$ cat src/rtl/uart_rx_buffer_pkg.sv
// uart_rx_buffer_pkg: shared UART receive widths, error codes and FIFO entry layout
package uart_rx_buffer_pkg;
    localparam int WIDTH_DATABITS = 8;
    localparam int WIDTH_ERROR = 2;
    localparam int DEPTH_DEFAULT = 16;
    typedef enum logic [WIDTH_ERROR-1:0] {
        ERR_NONE   = 2'd0,
        ERR_PARITY = 2'd1,
        ERR_STOP   = 2'd2,
        ERR_FRAME  = 2'd3
    } err_e;
    typedef struct packed {
        logic [WIDTH_ERROR-1:0] err;
        logic [WIDTH_DATABITS-1:0] data;
    } entry_t;
    localparam int ENTRY_W = $bits(entry_t);
    // an error strobe always wins and carries no data, so the byte is discarded
    function automatic entry_t make_entry(
        input logic [WIDTH_DATABITS-1:0] data,
        input logic [WIDTH_ERROR-1:0] err,
        input logic is_err
    );
        entry_t e;
        e.err = is_err ? err : '0;
        e.data = is_err ? '0 : data;
        return e;
    endfunction
endpackage

$ cat src/rtl/uart_rx_buffer_if.sv
// uart_rx_buffer_if: receiver-to-buffer strobes and buffer-to-consumer valid/ready head
interface uart_rx_buffer_if;
    import uart_rx_buffer_pkg::*;
    logic [WIDTH_DATABITS-1:0] in_data;
    logic in_valid;
    logic [WIDTH_ERROR-1:0] in_error;
    logic in_error_valid;
    logic [WIDTH_DATABITS-1:0] out_data;
    logic [WIDTH_ERROR-1:0] out_err;
    logic out_valid;
    logic out_ready;
    modport master (
        output in_data, in_valid, in_error, in_error_valid, out_ready,
        input out_data, out_err, out_valid
    );
    modport slave (
        input in_data, in_valid, in_error, in_error_valid, out_ready,
        output out_data, out_err, out_valid
    );
endinterface

$ cat src/rtl/uart_rx_buffer_ram.sv
// uart_rx_buffer_ram: unreset register array, sync write port and async read port
module uart_rx_buffer_ram #(
    parameter int DW = 10,
    parameter int AW = 4
) (
    input logic clk,
    input logic we,
    input logic [AW-1:0] wa,
    input logic [DW-1:0] wd,
    input logic [AW-1:0] ra,
    output logic [DW-1:0] rd
);
    logic [DW-1:0] mem [2**AW];
    always_ff @(posedge clk) begin
        if (we) mem[wa] <= wd;
    end
    assign rd = mem[ra];
endmodule

$ cat src/rtl/uart_rx_buffer.sv
// uart_rx_buffer: FWFT FIFO of tagged UART bytes/errors with sticky overflow and error count
module uart_rx_buffer
    import uart_rx_buffer_pkg::*;
#(
    parameter int DEPTH = DEPTH_DEFAULT,
    localparam int ADDR_W = $clog2(DEPTH)
) (
    input logic clk,
    input logic rst_n,
    uart_rx_buffer_if.slave bus,
    output logic [ADDR_W:0] level,
    output logic full,
    output logic empty,
    output logic overflow,
    output logic [7:0] err_count,
    input logic clear_status
);
    logic [ADDR_W-1:0] rd_ptr, wr_ptr;
    entry_t wr_entry, rd_entry;
    logic push, pop, accept, drop, err_push;
    assign push = bus.in_valid | bus.in_error_valid;
    assign wr_entry = make_entry(bus.in_data, bus.in_error, bus.in_error_valid);
    assign empty = level == '0;
    assign full = level == (ADDR_W+1)'(DEPTH);
    assign bus.out_valid = !empty;
    assign pop = bus.out_valid & bus.out_ready;
    // a simultaneous pop frees the slot, so a full FIFO still takes the push
    assign accept = push & (!full | pop);
    assign drop = push & full & !pop;
    assign err_push = accept & (wr_entry.err != '0);
    assign bus.out_data = empty ? '0 : rd_entry.data;
    assign bus.out_err = empty ? '0 : rd_entry.err;
    uart_rx_buffer_ram #(.DW(ENTRY_W), .AW(ADDR_W)) u_ram (
        .clk(clk),
        .we(accept),
        .wa(wr_ptr),
        .wd(wr_entry),
        .ra(rd_ptr),
        .rd(rd_entry)
    );
    always_ff @(posedge clk or negedge rst_n) begin
        if (!rst_n) begin
            rd_ptr <= '0;
            wr_ptr <= '0;
            level <= '0;
            overflow <= 1'b0;
            err_count <= '0;
        end else begin
            if (accept) wr_ptr <= wr_ptr + ADDR_W'(1);
            if (pop) rd_ptr <= rd_ptr + ADDR_W'(1);
            if (accept != pop) level <= accept ? level + (ADDR_W+1)'(1) : level - (ADDR_W+1)'(1);
            overflow <= drop | (overflow & !clear_status);
            if (err_push) err_count <= clear_status ? 8'd1 : err_count + 8'(err_count != 8'hFF);
            else if (clear_status) err_count <= '0;
        end
    end
endmodule

$ cat src/flat_wrapper.sv
// flat-port wrapper written by rule: the top's interface ports become plain ports
module uart_rx_buffer_flat import uart_rx_buffer_pkg::*;
#(
    parameter int DEPTH = DEPTH_DEFAULT,
    localparam int ADDR_W = $clog2(DEPTH)
)
  (clk, rst_n, level, full, empty, overflow, err_count, clear_status, bus_in_data, bus_in_valid, bus_in_error, bus_in_error_valid, bus_out_ready, bus_out_data, bus_out_err, bus_out_valid);
  uart_rx_buffer_if bus_i ();
  input logic clk;
  input logic rst_n;
  output logic [ADDR_W:0] level;
  output logic full;
  output logic empty;
  output logic overflow;
  output logic [7:0] err_count;
  input logic clear_status;
  input wire logic [$bits(bus_i.in_data)-1:0] bus_in_data;
  input wire logic [$bits(bus_i.in_valid)-1:0] bus_in_valid;
  input wire logic [$bits(bus_i.in_error)-1:0] bus_in_error;
  input wire logic [$bits(bus_i.in_error_valid)-1:0] bus_in_error_valid;
  input wire logic [$bits(bus_i.out_ready)-1:0] bus_out_ready;
  output wire logic [$bits(bus_i.out_data)-1:0] bus_out_data;
  output wire logic [$bits(bus_i.out_err)-1:0] bus_out_err;
  output wire logic [$bits(bus_i.out_valid)-1:0] bus_out_valid;
  assign bus_i.in_data = bus_in_data;
  assign bus_i.in_valid = bus_in_valid;
  assign bus_i.in_error = bus_in_error;
  assign bus_i.in_error_valid = bus_in_error_valid;
  assign bus_i.out_ready = bus_out_ready;
  assign bus_out_data = bus_i.out_data;
  assign bus_out_err = bus_i.out_err;
  assign bus_out_valid = bus_i.out_valid;
  uart_rx_buffer #(.DEPTH(DEPTH)) u_core (.clk(clk), .rst_n(rst_n), .bus(bus_i), .level(level), .full(full), .empty(empty), .overflow(overflow), .err_count(err_count), .clear_status(clear_status));
endmodule
$ cat config.mk
export PLATFORM = sky130hd
export DESIGN_NAME = uart_rx_buffer_flat
export DESIGN_NICKNAME = d
export VERILOG_FILES = /design/src/rtl/uart_rx_buffer_pkg.sv /design/src/rtl/uart_rx_buffer_if.sv /design/src/rtl/uart_rx_buffer_ram.sv /design/src/rtl/uart_rx_buffer.sv /design/src/flat_wrapper.sv
export SDC_FILE = /design/constraint.sdc
export NUM_CORES = 1
export LEC_CHECK = 0
export BUFFER_PORTS_ARGS = -buffer_cell sky130_fd_sc_hd__buf_2
export CORE_ASPECT_RATIO = 0.75
export CORE_MARGIN = 3
export CORE_UTILIZATION = 53
export CTS_BUF_LIST = sky130_fd_sc_hd__clkbuf_16
export DETAILED_ROUTE_END_ITERATION = 16
export PLACE_DENSITY_LB_ADDON = 0.3
export SLEW_MARGIN = 20
export SYNTH_ARGS = -nofsm -noshare
export SYNTH_HDL_FRONTEND = slang
export SYNTH_HIERARCHICAL = 1
export SYNTH_SLANG_ARGS = --single-unit
$ cat constraint.sdc
create_clock -name clk -period 2.8 [get_ports clk]
set_input_delay 0.14 -clock clk [delete_from_list [all_inputs] [get_ports clk]]
set_output_delay 0.14 -clock clk [all_outputs]
set_load 0.05 [all_outputs]
## Word-level counts from Yosys, hierarchy flattened

Memories as Yosys holds them, arrays and structs flattened.
Cells that the tools add are included.

| word-level totals | value |
|---|---|
| input port bits | 16 |
| memories | 1 |
| register bits | 22 |
| output and inout bits | 27 |
| memory bits (writable) | 160 |
| logic and storage cells | 40 |

| cells by class | value |
|---|---|
| add/subtract/negate cells | 5 |
| reductions and logical operators | 7 |
| equal/unequal tests | 3 |
| bitwise gates (word level) | 9 |
| multiplexer cells | 10 |

Memories:

| memory | words | bits a word | rd ports | clocked after Yosys merged registers in | write ports | RTL line | RTL |
|---|---|---|---|---|---|---|---|
| u_core.u_ram.mem | 16 | 10 | 1 | 0 | 1 | uart_rx_buffer_ram.sv:13 | `logic [DW-1:0] mem [2**AW];` |

Operators with widths:

| kind | number |
|---|---|
| 8-bit 2-to-1 mux | 5 |
| 4-bit by 1-bit adder with 4-bit output, second input constant | 2 |
| 8-bit by 1-bit adder with 8-bit output | 1 |
| 8-bit != test, second input constant | 1 |
| 1-bit AND | 6 |
| 5-bit by 1-bit adder with 5-bit output, second input constant | 1 |
| 5-bit equality test, second input constant | 1 |
| 5-bit logical NOT | 1 |
| 5-bit 2-to-1 mux | 1 |
| 5-bit by 1-bit subtractor with 5-bit output, second input constant | 1 |
| 1-bit logical NOT | 4 |
| 2-bit 2-to-1 mux | 2 |
| 2-bit nonzero test | 2 |
| 1-bit bitwise OR | 3 |
| 1-bit 2-to-1 mux | 2 |
| 1-bit != test | 1 |

## Logic depth before layout (Yosys ltp)

| depth | value |
|---|---|
| depth after elaboration | 7 |
| mapped depth | 10 |

## Hierarchy

Netlist, hierarchy kept.

Modules (own cells, without submodules):

| module | instances | cells an instance | area an instance (um^2) | sequential area each (um^2) |
|---|---|---|---|---|
| uart_rx_buffer_ram | 1 | 269 | 6153.4 | 4804.6 |
| uart_rx_buffer | 1 | 150 | 1440.1 | 550.5 |

## Worst setup path after synthesis

OpenSTA, ideal clock, no wires.

| timing path | value |
|---|---|
| kind | register -> register |
| from | register u_core.level[4] |
| to | memory u_core.u_ram.mem[0][0], enable pin |
| slack | -192 ps |
| cell stages (with the launch flop) | 6 |
| arrival | 2603 ps |
| required time | 2410 ps |
| clock period less this slack | 2992 ps |
| path through | dfrtp_1 > nor2b_1 > buf_6 > a21oi_1 > or3b_1 > nor3_1 |

| on the way | value |
|---|---|
| word-level cells in the longest chain between the ends | 7 |
| elaborated cells on any way between the ends | 9 |
| classes of those cells | 1 x eq/ne; 2 x mux; 3 x bitwise; 3 x reduce/logical |

RTL lines:

| what | RTL line | RTL |
|---|---|---|
| from (decl) | uart_rx_buffer.sv:11 | `output logic [ADDR_W:0] level,` |
| from (signal assigned) | uart_rx_buffer.sv:51 | `if (accept != pop) level <= accept ? level + (ADDR_W+1)'(1) : level - (ADDR_W+1)'(1);` |
| 5-bit logical NOT | uart_rx_buffer.sv:23 | `assign empty = level == '0;` |
| 1-bit logical NOT | uart_rx_buffer.sv:25 | `assign bus.out_valid = !empty;` |
| 1-bit AND | uart_rx_buffer.sv:26 | `assign pop = bus.out_valid & bus.out_ready;` |
| 1-bit bitwise OR * | uart_rx_buffer.sv:28 | `assign accept = push & (!full \| pop);` |
| 1-bit AND * | uart_rx_buffer.sv:28 |  |
| net u_core.accept | uart_rx_buffer.sv:20 | `logic push, pop, accept, drop, err_push;` |
| 1-bit 2-to-1 mux * | uart_rx_buffer_ram.sv:15 | `if (we) mem[wa] <= wd;` |
| 1-bit 2-to-1 mux (implied by the code) * | uart_rx_buffer_ram.sv:15 |  |
| to (decl) | uart_rx_buffer_ram.sv:13 |  |

Mark *: on every way through the listed nets, which the timed path passes. The rest lies on a longest branch.

==> impl_metrics.prom <==
# TYPE chip_impl_metric gauge
chip_impl_metric{name="routed_via_count_divided_by_cell_count",unit=""} 6.07
chip_impl_metric{name="first_global_vias",unit=""} 4048
chip_impl_metric{name="detail_route.first_pass.iterations",unit=""} 5
chip_impl_metric{name="post_synth_xor_area_fraction",unit="%"} 1.73
chip_impl_info{name="type_of_the_most_critical_hold_path",value="in2reg"} 1
chip_impl_metric{name="wire_per_inst",unit="um"} 22.5
chip_impl_info{name="worst_hold_path.endpoint",value="u_core/rd_ptr[2]$_DFFE_PN0P_"} 1
chip_impl_metric{name="drt-initial-drc-count",unit=""} 405
chip_impl_metric{name="number_of_enable_flip_flop_cells_after_synthesis",unit=""} 160
chip_impl_info{name="critical_path.reg2reg.endpoint",value="u_core/level[4]$_DFFE_PN0P_"} 1
chip_impl_metric{name="slew_headroom",unit="%"} 44.7
chip_impl_metric{name="ys.warnings.count",unit=""} 6
chip_impl_metric{name="numPortBuffers",unit=""} 42
chip_impl_metric{name="yosys.area.top_type_share",unit="%"} 63.3
chip_impl_metric{name="finalHoldViolCount",unit=""} 0
chip_impl_metric{name="worst-r2r-cell-count",unit=""} 8
chip_impl_metric{name="crit_path_max_fanout",unit=""} 22
chip_impl_metric{name="die_height",unit="um"} 110
chip_impl_metric{name="timing.final.crit_share",unit="%"} 94.4
chip_impl_metric{name="setup_viol",unit=""} 0
chip_impl_metric{name="regToRegSetupSlack",unit="ns"} 0.33
chip_impl_metric{name="route.detailed.drc",unit=""} 0
chip_impl_metric{name="tritoncts.num_buffers",unit=""} 17
chip_impl_info{name="worst_setup_start_kind",value="register"} 1
chip_impl_metric{name="clock_tree.htree_level_count",unit=""} 4
chip_impl_metric{name="totalNegativeSetupSlack",unit="ns"} 0
chip_impl_metric{name="synth.lib_cells_used.distinct",unit=""} 47
chip_impl_metric{name="final_core_utilization",unit="%"} 63.4
chip_impl_metric{name="floorplan.die.width",unit="um"} 144
chip_impl_info{name="rsz_0062_raised_after_global_routing",value="no"} 1
chip_impl_metric{name="gr-total-overflow",unit=""} 0
chip_impl_metric{name="worst_ep_required_time",unit="ns"} 2.66
chip_impl_info{name="dominantRegCellSynth",value="edfxtp_1"} 1
chip_impl_metric{name="drv.max_cap_violation_count",unit=""} 0
chip_impl_info{name="setup.worst_path.end_class",value="output port"} 1
chip_impl_metric{name="synth_seq_cells",unit=""} 182
chip_impl_metric{name="fin_nets",unit=""} 514
chip_impl_metric{name="core_area",unit="mm^2"} 0.0138
chip_impl_info{name="critPathKind",value="reg2out"} 1
chip_impl_info{name="yosys.cell_count.top_type",value="edfxtp_1"} 1
chip_impl_metric{name="n_fill_cell",unit=""} 952
chip_impl_metric{name="cts_num_sinks",unit=""} 182
chip_impl_metric{name="path_clk_slew",unit="ns"} 0.07
chip_impl_info{name="clockRootBuffer",value="clkbuf_16"} 1
chip_impl_metric{name="arrival",unit="ns"} 2.50
chip_impl_info{name="main_combinational_cell_family_by_area_after_synthesis",value="multiplexers"} 1
chip_impl_metric{name="place_hpwl",unit="um"} 9490
chip_impl_metric{name="synthCells",unit=""} 419
chip_impl_metric{name="antenna_violating_nets_post_route",unit=""} 0
chip_impl_metric{name="synth.net_count",unit=""} 443
chip_impl_info{name="critical_path.reg2reg.startpoint",value="u_core/level[1]$_DFFE_PN0P_"} 1
chip_impl_info{name="holdCritStartpoint",value="bus_out_ready"} 1
chip_impl_metric{name="design.die.area",unit="mm^2"} 0.0158
chip_impl_metric{name="pin_count_of_the_biggest_net_entering_global_routing",unit=""} 44
chip_impl_info{name="netlist.top_cell.by_area",value="edfxtp_1"} 1
chip_impl_metric{name="globalRouteTotalUtil",unit="%"} 20.7
chip_impl_metric{name="synth.cell_area",unit="mm^2"} 0.00759
chip_impl_metric{name="max_freq",unit="MHz"} 379
chip_impl_info{name="status",value="finished clean"} 1
chip_impl_metric{name="worst_slack",unit="ns"} 0.158
chip_impl_metric{name="placement_rows",unit=""} 37
chip_impl_info{name="yosys-top-cells-count",value="edfxtp_1, mux4_2, nor2_1"} 1
chip_impl_metric{name="synth-compound-area-share",unit="%"} 4.78
chip_impl_metric{name="worstSkewPairLatency",unit="ns"} 0.42
chip_impl_metric{name="fin_worst_skew",unit="ns"} 0.00589
chip_impl_metric{name="cts-root-to-sink-buffers",unit=""} 2
chip_impl_info{name="tritoncts",value="yes"} 1
chip_impl_metric{name="yosys-mux-area-fraction",unit="%"} 13.1
chip_impl_metric{name="worst_slew_pin_slew",unit="ns"} 0.827
chip_impl_metric{name="leakagePower",unit="nW"} 3.13
chip_impl_metric{name="synthArstFlopShare",unit="%"} 12.1
chip_impl_metric{name="final.min_clock_period",unit="ns"} 2.64
chip_impl_metric{name="synth_adder_area_share",unit="%"} 1.42
chip_impl_metric{name="detailedPlace.worstSlack",unit="ns"} 0.389
chip_impl_metric{name="grt_antenna_before_repair",unit=""} 0
chip_impl_metric{name="total_number_of_vias",unit=""} 4117
chip_impl_metric{name="grt_pass1_wl",unit="um"} 23700
chip_impl_metric{name="max_slew_violation_total_from_the_final_report",unit=""} 0
chip_impl_metric{name="hold_depth",unit=""} 3
chip_impl_metric{name="powerDensity",unit="mW/mm^2"} 1100
chip_impl_metric{name="gp_routability_congestion",unit=""} 0.839
chip_impl_metric{name="antennaDiodeCount",unit=""} 0
chip_impl_metric{name="design.portCount",unit=""} 43
chip_impl_metric{name="synth_area_per_cell",unit="um^2"} 18.1
chip_impl_metric{name="routed_wl",unit="um"} 15300
chip_impl_metric{name="area.growth.synth_to_final",unit="%"} 15.5
chip_impl_metric{name="seq_area_frac_synth",unit="%"} 70.5
chip_impl_metric{name="post-cts-setup-buffer-count",unit=""} 0
chip_impl_metric{name="initial_utilization",unit="%"} 54.9
chip_impl_info{name="yosys-top-cells-area",value="edfxtp_1, mux4_2, dfrtp_1"} 1
chip_impl_metric{name="synth-simple-area-share",unit="%"} 6.41
chip_impl_metric{name="vdd.ir_drop.worst",unit="V"} 0.000565
chip_impl_metric{name="post_route_cells_drive_above_1_share",unit="%"} 29.2
[per-layer routing]
| metal | up-vias | wire [um] | part of all wire (%) | global-route usage (%) |
|---|---|---|---|---|
| met3 | 9 | 1020 | 6.7 | 5.22 |
| met1 | 2133 | 6910 | 45 | 31.1 |
| met2 | 141 | 7250 | 47 | 31.6 |
| met5 | - | 0 | 0 | 0 |
| met4 | 0 | 104 | 0.68 | 3.86 |
| li1 | 1834 | - | - | - |
[cell usage in the layout, fill, tap and decap left out, drive strengths merged, types with 2 or more instances in the layout]
cell type and n:
o211ai 2, clkinv 3, mux2i 3, nand2 19, clkbuf 18, and2 14
a22oi 20, nand3 6, edfxtp 160, nand3b 2, inv 13, a211oi 5
dlygate4sd3 2, mux4 40, nand4 4, nor2 26, nor3 4, o21ai 5
buf 69, or4 2, xnor2 12, ha 7, nand2b 4, or2 2
a2111oi 2, clkinvlp 3, xor2 3, dfrtp 22, mux2 2, nor2b 11
a21oi 6
[cell families after synthesis]
| group | Yosys count |
|---|---|
| compound gates | 48 |
| xor+xnor | 15 |
| fa+ha+maj | 8 |
| buf+inv | 25 |
| flops | 182 |
| mux | 45 |
| simple gates | 96 |
[repair_timing]
| action | CTS | global route |
|---|---|---|
| hold buffers | 2 | 0 |
| gates resized for setup | 0 | 1 |
| endpoints found under the hold margin | 29 | 0 |
| endpoints found under the setup margin | 0 | 3 |
[critical path, cell delays in order (launching register included)]
cell and delay [ns]:
dfrtp_2 0.45, buf_16 0.22, mux4_1 0.58, a22oi_1 0.31, nand2_1 0.14, and2_1 0.16
buf_2 0.20
[report_power, final]
part	total, mW	leakage, nW	internal, mW	switching [mW]
clock	2.33	0.279	1.26	1.07
sequential	3.65	1.75	3.42	0.236
combinational	3.65	1.10	1.38	2.28
total	9.64	3.13	6.06	3.58
[sequential cells by signal, summed over array words and instances, names as in the netlist]
register	cells
u_core/err_count	8
u_core/level	5
u_core/overflow	1
u_core/rd_ptr	4
u_core/u_ram/mem	160
u_core/wr_ptr	4
[through the flow]
step / hold WS [ns] / cell area, um^2 / instances / power (mW)
6_report: 0.0760 / 8770 / 678 / 9.64
5_1_grt: 0.0997 / 8770 / 678 / 10.1
4_1_cts: 0.0668 / 8730 / 677 / 9.64
3_5_place_dp: 0.136 / 8120 / 643 / 7.31
3_3_place_gp: 0.139 / 8120 / 643 / 7.24
2_1_floorplan: -0.156 / 7600 / 419 / 6.36
[area by class of cell]
cell class | instances | area, um^2 | share of cell area (%)
Multi-Input combinational cell | 212 | 2110 | 24.1
Clock inverter | 15 | 159 | 1.81
Inverter | 5 | 18.8 | 0.214
Clock buffer | 17 | 425 | 4.85
Sequential cell | 182 | 5360 | 61.1
Timing Repair Buffer | 72 | 478 | 5.45
Tap cell | 175 | 219 | 2.50
[how the worst max path moves through the flow]
stage / from / endpoint / cells past startpoint
after floorplan: u_core/level[4]$_DFFE_PN0P_ / u_core/level[4]$_DFFE_PN0P_ / 9
after global placement: u_core/level[1]$_DFFE_PN0P_ / u_core/level[4]$_DFFE_PN0P_ / 8
after detailed placement: u_core/level[1]$_DFFE_PN0P_ / u_core/level[4]$_DFFE_PN0P_ / 8
after CTS: u_core/rd_ptr[0]$_DFFE_PN0P_ / bus_out_data[6] / 6
after global routing: u_core/rd_ptr[0]$_DFFE_PN0P_ / bus_out_data[6] / 6
final: u_core/rd_ptr[0]$_DFFE_PN0P_ / bus_out_data[6] / 6
(Power assumes the default switching activity.)
